===== config.mk =====
export PLATFORM = sky130hd
export DESIGN_NAME = console_uart_tx
export DESIGN_NICKNAME = d
export VERILOG_FILES = /design/src/rtl/console_uart_tx.sv
export SDC_FILE = /design/constraint.sdc
export NUM_CORES = 1
export LEC_CHECK = 0
export CAP_MARGIN = 20
export CORE_MARGIN = 2
export CORE_UTILIZATION = 30
export DETAILED_ROUTE_END_ITERATION = 8
export SLEW_MARGIN = 10
export SYNTH_ARGS = -nofsm -noshare
export SYNTH_HDL_FRONTEND = slang
export SYNTH_SLANG_ARGS = --single-unit

===== constraint.sdc =====
create_clock -name clk -period 4.7 [get_ports clk]
set_input_delay 0.94 -clock clk [delete_from_list [all_inputs] [get_ports clk]]
set_output_delay 0.94 -clock clk [all_outputs]
set_load 0.01 [all_outputs]

===== src/rtl/console_uart_tx.sv =====
// Memory-mapped console: byte writes to DATA are queued in a FIFO and sent as UART 8N1 on txd.
// Ack is registered, one cycle after accept; DATA writes stall (no ack) while the FIFO is full.
module console_uart_tx #(
  parameter logic [31:0] CONSOLE_ADDR = 32'h1000_0000,
  parameter int unsigned CLK_DIV      = 868,
  parameter int unsigned DEPTH        = 16
) (
  input  logic        clk,
  input  logic        resetn,
  input  logic        mem_valid,
  input  logic [31:0] mem_addr,
  input  logic [31:0] mem_wdata,
  input  logic [3:0]  mem_wstrb,
  output logic        mem_ready,
  output logic [31:0] mem_rdata,
  output logic        txd
);

  localparam int unsigned AW = $clog2(DEPTH);
  localparam int unsigned CW = AW + 1;
  localparam int unsigned DW = $clog2(CLK_DIV);
  localparam logic [DW-1:0] DIV_LAST  = DW'(CLK_DIV - 1);
  localparam logic [CW-1:0] FIFO_FULL = CW'(DEPTH);

  typedef enum logic [1:0] {
    S_IDLE,
    S_START,
    S_DATA,
    S_STOP
  } state_t;

  // Bus-side registers
  logic          ready_q, ready_d;
  logic [31:0]   rdata_q, rdata_d;

  // FIFO
  logic [7:0]    fifo_mem [DEPTH];
  logic [AW-1:0] wr_ptr_q, wr_ptr_d;
  logic [AW-1:0] rd_ptr_q, rd_ptr_d;
  logic [CW-1:0] count_q, count_d;

  // Transmitter
  state_t        state_q, state_d;
  logic [DW-1:0] div_q, div_d;
  logic [2:0]    bit_q, bit_d;
  logic [7:0]    shift_q, shift_d;
  logic          txd_q, txd_d;

  logic          sel, is_wr, is_data, accept, push, pop;
  logic          fifo_full, fifo_empty, tx_busy, bit_end;
  logic [7:0]    fifo_head;
  logic [31:0]   status;
  logic          unused_bits;

  assign unused_bits = ^{mem_wdata[31:8], mem_addr[1:0]};

  assign fifo_full  = (count_q == FIFO_FULL);
  assign fifo_empty = (count_q == '0);
  assign fifo_head  = fifo_mem[rd_ptr_q];
  assign tx_busy    = (state_q != S_IDLE);

  assign sel     = mem_valid && (mem_addr[31:3] == CONSOLE_ADDR[31:3]);
  assign is_wr   = |mem_wstrb;
  assign is_data = !mem_addr[2];
  // Fullness uses the registered count, so a pop in the same cycle never admits a push.
  assign accept  = sel && !ready_q && (!is_wr || !is_data || !fifo_full);
  assign push    = accept && is_wr && is_data && mem_wstrb[0];

  assign status = {16'h0000, 8'(count_q), 5'b00000, fifo_empty, fifo_full, tx_busy};

  always_comb begin
    ready_d = accept;
    rdata_d = '0;
    if (accept && !is_wr && !is_data) begin
      rdata_d = status;
    end
  end

  assign bit_end = (div_q == DIV_LAST);

  always_comb begin
    state_d = state_q;
    div_d   = div_q;
    bit_d   = bit_q;
    shift_d = shift_q;
    pop     = 1'b0;
    case (state_q)
      S_IDLE: begin
        if (!fifo_empty) begin
          pop     = 1'b1;
          shift_d = fifo_head;
          div_d   = '0;
          state_d = S_START;
        end
      end
      S_START: begin
        if (bit_end) begin
          div_d   = '0;
          bit_d   = '0;
          state_d = S_DATA;
        end else begin
          div_d = div_q + DW'(1);
        end
      end
      S_DATA: begin
        if (bit_end) begin
          div_d   = '0;
          shift_d = {1'b0, shift_q[7:1]};
          if (bit_q == 3'd7) begin
            state_d = S_STOP;
          end else begin
            bit_d = bit_q + 3'd1;
          end
        end else begin
          div_d = div_q + DW'(1);
        end
      end
      S_STOP: begin
        if (bit_end) begin
          div_d = '0;
          // Chain straight into the next start bit when more bytes are waiting.
          if (!fifo_empty) begin
            pop     = 1'b1;
            shift_d = fifo_head;
            state_d = S_START;
          end else begin
            state_d = S_IDLE;
          end
        end else begin
          div_d = div_q + DW'(1);
        end
      end
      default: state_d = S_IDLE;
    endcase

    case (state_d)
      S_START: txd_d = 1'b0;
      S_DATA:  txd_d = shift_d[0];
      default: txd_d = 1'b1;
    endcase
  end

  always_comb begin
    wr_ptr_d = push ? wr_ptr_q + AW'(1) : wr_ptr_q;
    rd_ptr_d = pop ? rd_ptr_q + AW'(1) : rd_ptr_q;
    count_d  = count_q;
    if (push && !pop) begin
      count_d = count_q + CW'(1);
    end else if (!push && pop) begin
      count_d = count_q - CW'(1);
    end
  end

  always_ff @(posedge clk) begin
    if (!resetn) begin
      ready_q  <= 1'b0;
      rdata_q  <= '0;
      wr_ptr_q <= '0;
      rd_ptr_q <= '0;
      count_q  <= '0;
      state_q  <= S_IDLE;
      div_q    <= '0;
      bit_q    <= '0;
      shift_q  <= '0;
      txd_q    <= 1'b1;
    end else begin
      ready_q  <= ready_d;
      rdata_q  <= rdata_d;
      wr_ptr_q <= wr_ptr_d;
      rd_ptr_q <= rd_ptr_d;
      count_q  <= count_d;
      state_q  <= state_d;
      div_q    <= div_d;
      bit_q    <= bit_d;
      shift_q  <= shift_d;
      txd_q    <= txd_d;
    end
  end

  always_ff @(posedge clk) begin
    if (push) begin
      fifo_mem[wr_ptr_q] <= mem_wdata[7:0];
    end
  end

  assign mem_ready = ready_q;
  assign mem_rdata = rdata_q;
  assign txd       = txd_q;

endmodule


Word-level counts from Yosys, hierarchy flattened
Memory sizes are Yosys's and may differ from the RTL's. A register that Yosys moved wholly into a read port is not among the register bits.
Index checks and enable logic that the tools add are counted.
Widths: inputs -> output; s select.

cells by class
  equal/unequal tests = 14
  multiplexer cells = 28
  reduce and logical (&&, ||, !) cells = 29
  add/subtract/negate cells = 6

operators by type and width
  operator               count
  $eq 29x26->1 const B   1
  $mux 8                 3
  $pmux 8 s3             1
  $mux 10                2
  $pmux 10 s2            1
  $add 10x1->10 const B  1
  $eq 10x10->1 const B   1
  $logic_and 1x1->1      10
  $mux 2                 5
  $mux 5                 2
  $ne 2x2->1 const B     5
  $mux 3                 3
  $add 4x1->4 const B    2
  $mux 4                 2
  $pmux 2 s4             1
  $eq 2x2->1 const B     3
  $logic_not 1->1        6
  $pmux 3 s2             1
  $reduce_bool 2->1      3
  $add 5x1->5 const B    1
  $eq 5x5->1 const B     1
  $logic_not 5->1        1
  $mux 1                 5
  $sub 5x1->5 const B    1
  12 further kinds       15

word-level totals
  register bits after elaboration = 70
  word-level logic and storage cells = 90
  output and inout port bits = 34
  bits of input ports = 71
  bits in writable memories = 128
  memories kept = 1

memories
  name      depth  width  rd ports  clocked after memory_dff  wr ports  RTL line  source
  fifo_mem  16     8      1         1                         1         37        logic [7:0] fifo_mem [DEPTH];

Longest topological paths before layout
Gate-level depths: netlist of run 1.

  depth after elaboration = 12
  gate-level depth with buffers = 14
  depth with buffers taken out = 14

Worst setup path after synthesis of run 1
No wires, ideal clock.

  path type = input-to-reg
  start = in mem_addr[13]
  end = reg count_q[4]
  setup time = 0.128 ns
  data arrival time = 3.491 ns
  data required time = 4.572 ns
  path buffers = 0
  stages on the path = 12
  setup slack = 1.081 ns
  cells stage by stage = nor4_1 nand4_1 a2111oi_4 ha_1 inv_1 ha_1 nor2b_1 o21a_1 or3_1 a21oi_1 xnor2_1 nor2_1

on the way
  word-level cells in the longest chain between the ends = 10
  elaborated cells between the ends (all ways) = 12
  those cells by class = eq/ne (1); mux (1); reduce/logical (10)

RTL lines
  element                              RTL line  source
  start, declared                      11        input logic [31:0] mem_addr,
  $eq 29x26->1 (*)                     62        assign sel = mem_valid && (mem_addr[31:3] == CONSOLE_ADDR[31:3]);
  $logic_and 1x1->1 (*)                62
  $logic_and 1x1->1 (*) (2 in series)  66        assign accept = sel && !ready_q && (!is_wr || !is_data || !fifo_full);
  $logic_and 1x1->1 (*) (3 in series)  67        assign push = accept && is_wr && is_data && mem_wstrb[0];
  via push                             49        logic sel, is_wr, is_data, accept, push, pop;
  $logic_not 1->1                      149       end else if (!push && pop) begin
  $logic_and 1x1->1                    149
  $reduce_bool 2->1 (no line)          --
  end signal, assigned                 171       count_q <= count_d;
  end, declared                        40        logic [CW-1:0] count_q, count_d;

The timed path passes the listed nets; every way through them passes the cells marked *.
A chain may end at the register's enable or synchronous reset.

Worst setup path after layout of run 1
  start = in mem_addr[17]
  end = reg count_q[4]

The elaborated chain is that of the path after synthesis.

==> results.py, run 1 <==
metrics = {
    "synth": {
        "synth-compound-area-share_pct": 3.90,
        "synth.avg_cell_area_um2": 14.5,
        "yosysUniqueCellTypes": 52,
        "synth_top_family_by_area": "multiplexers",
        "synth-simple-area-share_pct": 10.8,
        "synth-xor-area-share_pct": 2.07,
        "netlist_instances": 526,
        "ys_seq_area_share_pct": 63.5,
        "synth_mux_area_share_pct": 12.2,
        "ys_ff_latch": 178,
        "synthAdderAreaFrac_pct": 3.22,
        "synth_area_um2": 7630,
        "yosys_warnings": 0,
    },
    "power": {
        "leakage_uw": 0.00304,
        "ir_worst_vdd_uv": 245,
        "power_uw": 4420,
        "p_per_area_nw_per_um2": 481,
    },
    "finish": {
        "final_common_cell": "edfxtp_1",
        "area_delta_synth_final_pct": 20.6,
        "fillers": 2336,
        "drive_gt1_share_pct": 15.8,
        "stdcell_area_um2": 9190,
        "nNetsFinal": 686,
        "layout_common_cells": "128 x edfxtp_1, 56 x nor2_1, 54 x clkdlybuf4s50_1",
        "antenna_cells": 0,
    },
    "critical_path": {
        "setup.worst_path.start_class": "input pin",
        "path_max_fanout": 4,
        "worstReg2RegStart": "state_q[1]$_SDFF_PN0_",
        "slowest_delay_ns": 0.40,
        "startpoint": "mem_addr[17]",
        "required_ns": 4.98,
        "cp_data_arrival_time_ns": 4.02,
        "end_kind": "register",
        "rr_endpoint": "count_q[4]$_SDFFE_PN0P_",
        "critPathKind": "input pin to register",
        "reg2reg_depth": 14,
        "cp_cell_sequence": "clkdlybuf4s50_1, nor4_1, nand4_1, a2111oi_4, ha_1, inv_1, ha_1, nor2b_1, o21a_1, or3_1, a21oi_1, xnor2_1, nor2_1",
        "rrSetupSlack_ns": 1.05,
        "crit_buf_inv": 2,
        "worst-path-stages": 13,
        "path_delay_family": "simple AND/OR/NAND/NOR gates",
        "cp_slowest_cell": "clkdlybuf4s50_1",
        "crit_top_cell": "ha_1",
        "endpoint": "count_q[4]$_SDFFE_PN0P_",
    },
    "drt": {
        "route.detailed.drc": 0,
        "drt_iter0_markers": 211,
        "wl_um": 15200,
        "routedWlPerCell_um": 16.2,
        "dr.pass1.iters": 4,
        "ant_nets": 0,
        "vias": 4460,
        "vias_per_cell": 4.75,
    },
    "timing": {
        "drv_slew": 0,
        "finalCritPeriodShare_pct": 79.4,
        "worst_pin_slew_ns": 0.843,
        "setup_violations": 0,
        "relSlewSlack_pct": 43.8,
        "hold_slack_ns": 0.463,
        "fin_tns_setup_ns": 0,
        "max_freq_ghz": 0.268,
        "min_period_ns": 3.73,
        "skew_ns": 0.0125,
        "hold_violations": 0,
        "rsz0062_at_grt": "false",
    },
    "floorplan": {
        "initial_core_util_pct": 30.5,
        "core-area_um2": 25000,
        "ios": 105,
        "die_height_um": 163,
        "die_x_um": 163,
        "rows": 58,
        "die_area_um2": 26700,
    },
    "global_routing": {
        "grt_usage_pct": 11.8,
        "grt_pass1_wl_um": 23800,
        "grt_pass1_vias": 4583,
        "grt-ovfl-total": 0,
        "grt_max_degree": 31,
        "antenna_found_initial": 0,
    },
    "clock_network": {
        "tritoncts": "yes",
        "htreeDepth": 4,
        "cts_buffers": 17,
        "clk_latency_ns": 0.43,
        "cts_setup_buffers": 0,
        "clockBufferDepth": 2,
        "cts-resized-gates": 0,
        "cts-root-buf": "clkbuf_16",
        "cts_hold_buffers": 0,
        "path_clk_slew_ns": 0.07,
        "cts.sinks": 178,
    },
    "place": {
        "gp_congestion": 0.755,
        "io_buffers": 54,
        "dp_hpwl_um": 10300,
        "dpl-instance-area_um2": 8530,
    },
    "status": {
        "outcome": "completed",
    },
    "worst_hold_path": {
        "hp-class": "register to register",
    },
    "job": {
        "cap_violations": 0,
    },
}
==> registers in the layout, indices dropped and copies added (netlist names), named ones only <==
register and flops:
state_q 2, shift_q 8, mem_ready 1, div_q 10
count_q 5, txd 1, mem_rdata 8, fifo_mem 128
bit_q 3, rd_ptr_q 4, wr_ptr_q 4
==> final cells by class <==
class,instances,area [um2],share of cell area (%)
clock buffers,17,425,4.63
clock inverters,15,234,2.54
inverters,12,45.0,0.490
multi-input cells,314,2550,27.7
flip-flops and latches,178,4850,52.7
well taps,330,413,4.49
repair buffers,73,683,7.43
==> routing by layer <==
| layer | up-vias | track usage [%] | routed length [um] |
|---|---|---|---|
| met3 | 13 | 3.43 | 1090 |
| met5 | - | 0 | 0 |
| met4 | 0 | 3.70 | 163 |
| met2 | 135 | 20.3 | 7580 |
| li1 | 2084 | - | - |
| met1 | 2228 | 14.3 | 6410 |
==> stage by stage <==
step / setup slack (ns) / util (%) / instances
after floorplan: 1.08 / - / 549
after global placement: 0.620 / 34.1 / 907
after detailed placement: 0.489 / 34.1 / 907
after CTS: 0.947 / 36.7 / 939
after global routing: 0.725 / 36.7 / 939
final: 0.967 / 36.7 / 939
==> synth_stat cells, drive strengths merged <==
master | count | area [um2]
nand3b | 1 | 7.51
nand3 | 16 | 80.1
a21oi | 18 | 93.8
a211o | 1 | 8.76
a31oi | 3 | 18.8
dfxtp | 50 | 1000
clkbuf | 10 | 37.5
o22ai | 1 | 6.26
a21boi | 3 | 22.5
nor4b | 2 | 17.5
xnor2 | 7 | 61.3
nand2 | 26 | 97.6
or3 | 2 | 12.5
a2111oi | 2 | 55.1
nand4 | 9 | 56.3
mux2i | 5 | 50.1
o21a | 1 | 7.51
a41oi | 1 | 8.76
conb | 1 | 3.75
o21ai | 5 | 25.0
fa | 1 | 20.0
nor3b | 2 | 15.0
o211ai | 1 | 7.51
buf | 35 | 239
a32o | 2 | 21.3
mux2 | 1 | 11.3
nor4 | 14 | 93.8
and2 | 4 | 25.0
nand2b | 5 | 31.3
nor2b | 2 | 12.5
and3 | 7 | 43.8
mux4 | 38 | 867
ha | 18 | 225
or4 | 1 | 7.51
xor2 | 11 | 96.3
nor2 | 57 | 216
edfxtp | 128 | 3840
a21o | 3 | 22.5
and4b | 1 | 10.0
nor3 | 19 | 100
inv | 12 | 45.0
==> how the worst min path moves through the flow <==
stage                                from                    end  slack, ns  cells after the start
floorplan           bit_q[1]$_SDFFE_PN0P_  bit_q[1]$_SDFFE_PN0P_       0.44                      2
global placement    bit_q[1]$_SDFFE_PN0P_  bit_q[1]$_SDFFE_PN0P_       0.44                      2
detailed placement  bit_q[1]$_SDFFE_PN0P_  bit_q[1]$_SDFFE_PN0P_       0.46                      2
CTS                 bit_q[1]$_SDFFE_PN0P_  bit_q[1]$_SDFFE_PN0P_       0.47                      2
global route        bit_q[1]$_SDFFE_PN0P_  bit_q[1]$_SDFFE_PN0P_       0.50                      2
finish              bit_q[1]$_SDFFE_PN0P_  bit_q[1]$_SDFFE_PN0P_       0.46                      2
==> cell families after synthesis <==
family                     after synthesis
AOI/OAI and AO/OA                       41
xor gates and xnor gates                18
adders and majority gates               19
buffers and inverters                   57
DFF                                    178
muxes                                   44
other                                    1
and+or+nand+nor                        168
==> worst min-delay path, stage by stage, from the launching register on <==
cell and delay, ns:
dfxtp_1 0.31, nand2_1 0.06, a21oi_1 0.05
==> power by group <==
group	internal (uW)	total (uW)	switching [uW]
registers	1760	1880	129
logic	459	980	520
clock network	917	1560	643
total	3130	4420	1290
(Power assumes the default switching activity.)
==> inputs of run 2 (changes only) <==
==> constraint.sdc (replaced) <==
create_clock -name clk -period 3 [get_ports clk]
set_input_delay 0.6 -clock clk [delete_from_list [all_inputs] [get_ports clk]]
set_output_delay 0.6 -clock clk [all_outputs]
set_load 0.01 [all_outputs]
==> results.py, run 2 (synthesis results as in run 1) <==
metrics = {
    "status": {
        "outcome": "completed",
    },
    "clock_network": {
        "cts_hold_buffers": 0,
        "clk_latency_ns": 0.43,
        "cts-root-buf": "clkbuf_16",
        "cts.sinks": 178,
        "clockBufferDepth": 2,
        "tritoncts": "yes",
        "cts_buffers": 17,
        "path_clk_slew_ns": 0.06,
        "htreeDepth": 4,
    },
    "power": {
        "seq_power_share_pct": 41.1,
        "p_per_area_nw_per_um2": 747,
        "p_int_uw": 4910,
        "leakage_uw": 0.00322,
        "power.switching_uw": 2130,
        "pwr-share-comb_pct": 26.4,
        "swShare_pct": 30.3,
        "p_clk_share_pct": 32.5,
        "ir_worst_vdd_uv": 341,
    },
    "finish": {
        "area_delta_synth_final_pct": 23.7,
        "final_common_cell": "edfxtp_1",
        "antenna_cells": 0,
        "largest_reg_flops": 128,
        "drive_gt1_share_pct": 22.2,
        "utilization_pct": 37.7,
        "fillers": 2346,
        "top_regs": "fifo_mem (128), div_q (10)",
        "top_register": "fifo_mem",
        "nNetsFinal": 709,
        "layout_common_cells": "128 x edfxtp_1, 56 x nor2_1, 47 x dfxtp_1",
        "layout.cells.non_filler": 962,
    },
    "timing": {
        "relSlewSlack_pct": 59.0,
        "rsz0062_at_grt": "false",
        "setup_violations": 0,
        "skew_ns": 0.0126,
        "max_freq_ghz": 0.347,
        "worst_pin_slew_ns": 0.614,
        "finalCritPeriodShare_pct": 96.0,
        "hold_violations": 0,
        "min_period_ns": 2.88,
        "fin_tns_setup_ns": 0,
        "drv_slew": 0,
    },
    "place": {
        "gp_congestion": 0.775,
        "dp_hpwl_um": 11300,
        "dp.cells": 927,
        "io_buffers": 54,
    },
    "critical_path": {
        "reg2reg_depth": 14,
        "critPathKind": "input pin to register",
        "end_kind": "register",
        "required_ns": 3.31,
        "path_max_fanout": 2,
        "cp_data_arrival_time_ns": 3.19,
        "setup.worst_path.start_class": "input pin",
    },
    "job": {
        "cap_violations": 0,
    },
    "drt": {
        "vias": 4625,
        "dr.pass1.iters": 4,
        "vias_per_cell": 4.81,
        "ant_nets": 0,
        "route.detailed.drc": 0,
        "drt_iter0_markers": 305,
        "wl_um": 16300,
        "routedWlPerCell_um": 17.0,
    },
    "global_routing": {
        "antenna_found_initial": 0,
        "grt_pass1_vias": 4808,
        "grt_pass1_wl_um": 25800,
        "grt-ovfl-total": 0,
        "grt_max_degree": 24,
        "grt_usage_pct": 12.8,
    },
    "worst_hold_path": {
        "hold_depth": 2,
        "hp-class": "register to register",
    },
    "floorplan": {
        "initial_core_util_pct": 30.5,
        "die_height_um": 163,
        "die_x_um": 163,
        "die_area_um2": 26700,
        "ios": 105,
        "core-area_um2": 25000,
        "rows": 58,
    },
}
## run 2: final cells by class
class	count	area [um2]	share of cell area, %
sequential	178	4850	51.4
multi-input combinational	314	2660	28.2
timing repair buffer	96	858	9.10
clock buffer	17	425	4.51
tap	330	413	4.38
clock inverter	15	181	1.92
inverter	12	45.0	0.478
## run 2: through the flow
| stage | setup WS, ns | cell area (um2) | hold WS (ns) | total power, uW |
|---|---|---|---|---|
| after floorplan | -0.117 | 7740 | 0.436 | 4170 |
| after global placement | -0.500 | 8740 | 0.443 | 4660 |
| after detailed placement | -0.593 | 8740 | 0.470 | 4740 |
| after CTS | 0.00208 | 9380 | 0.481 | 7080 |
| after global routing | 0.00333 | 9430 | 0.510 | 7400 |
| final | 0.120 | 9430 | 0.478 | 7040 |
## run 2: path summary, 6_finish.rpt
kind	start	end	slack (ns)
max reg2reg	div_q[1]$_SDFFE_PN0P_	count_q[4]$_SDFFE_PN0P_	0.16
min	bit_q[1]$_SDFFE_PN0P_	bit_q[1]$_SDFFE_PN0P_	0.48
max	mem_addr[26]	count_q[4]$_SDFFE_PN0P_	0.12
min reg2reg	bit_q[1]$_SDFFE_PN0P_	bit_q[1]$_SDFFE_PN0P_	0.48
## run 2: power groups by stage
stage	registers [uW]	logic [uW]	clock network (uW)
2_1_floorplan	2880	1280	0
3_3_place_gp	2940	1720	0
3_5_place_dp	2950	1790	0
4_1_cts	2900	1830	2350
5_1_grt	2920	2050	2430
6_report	2900	1860	2290
## run 2: what timing repair did
item,4_1_cts,5_1_grt
gates resized for setup,37,12
buffers inserted,1,2
gates cloned,0,0
setup endpoints to repair,1,1
pin swaps,18,13
## run 2: per-layer routing
metal | global-route usage [%] | vias up | share of wire (%)
met5 | 0 | - | 0
met1 | 15.1 | 2329 | 42
li1 | - | 2131 | -
met4 | 4.18 | 0 | 1.3
met3 | 3.17 | 13 | 6.1
met2 | 22.6 | 152 | 51
## run 2: critical path, cell delays in order
cell	delay, ns
clkdlybuf4s15_1	0.20
nor4b_4	0.32
nand4_1	0.22
a2111oi_4	0.36
ha_2	0.27
inv_2	0.06
buf_4	0.13
ha_1	0.28
o21a_1	0.12
or3_4	0.33
a21oi_2	0.13
xnor2_1	0.13
nor2_1	0.05
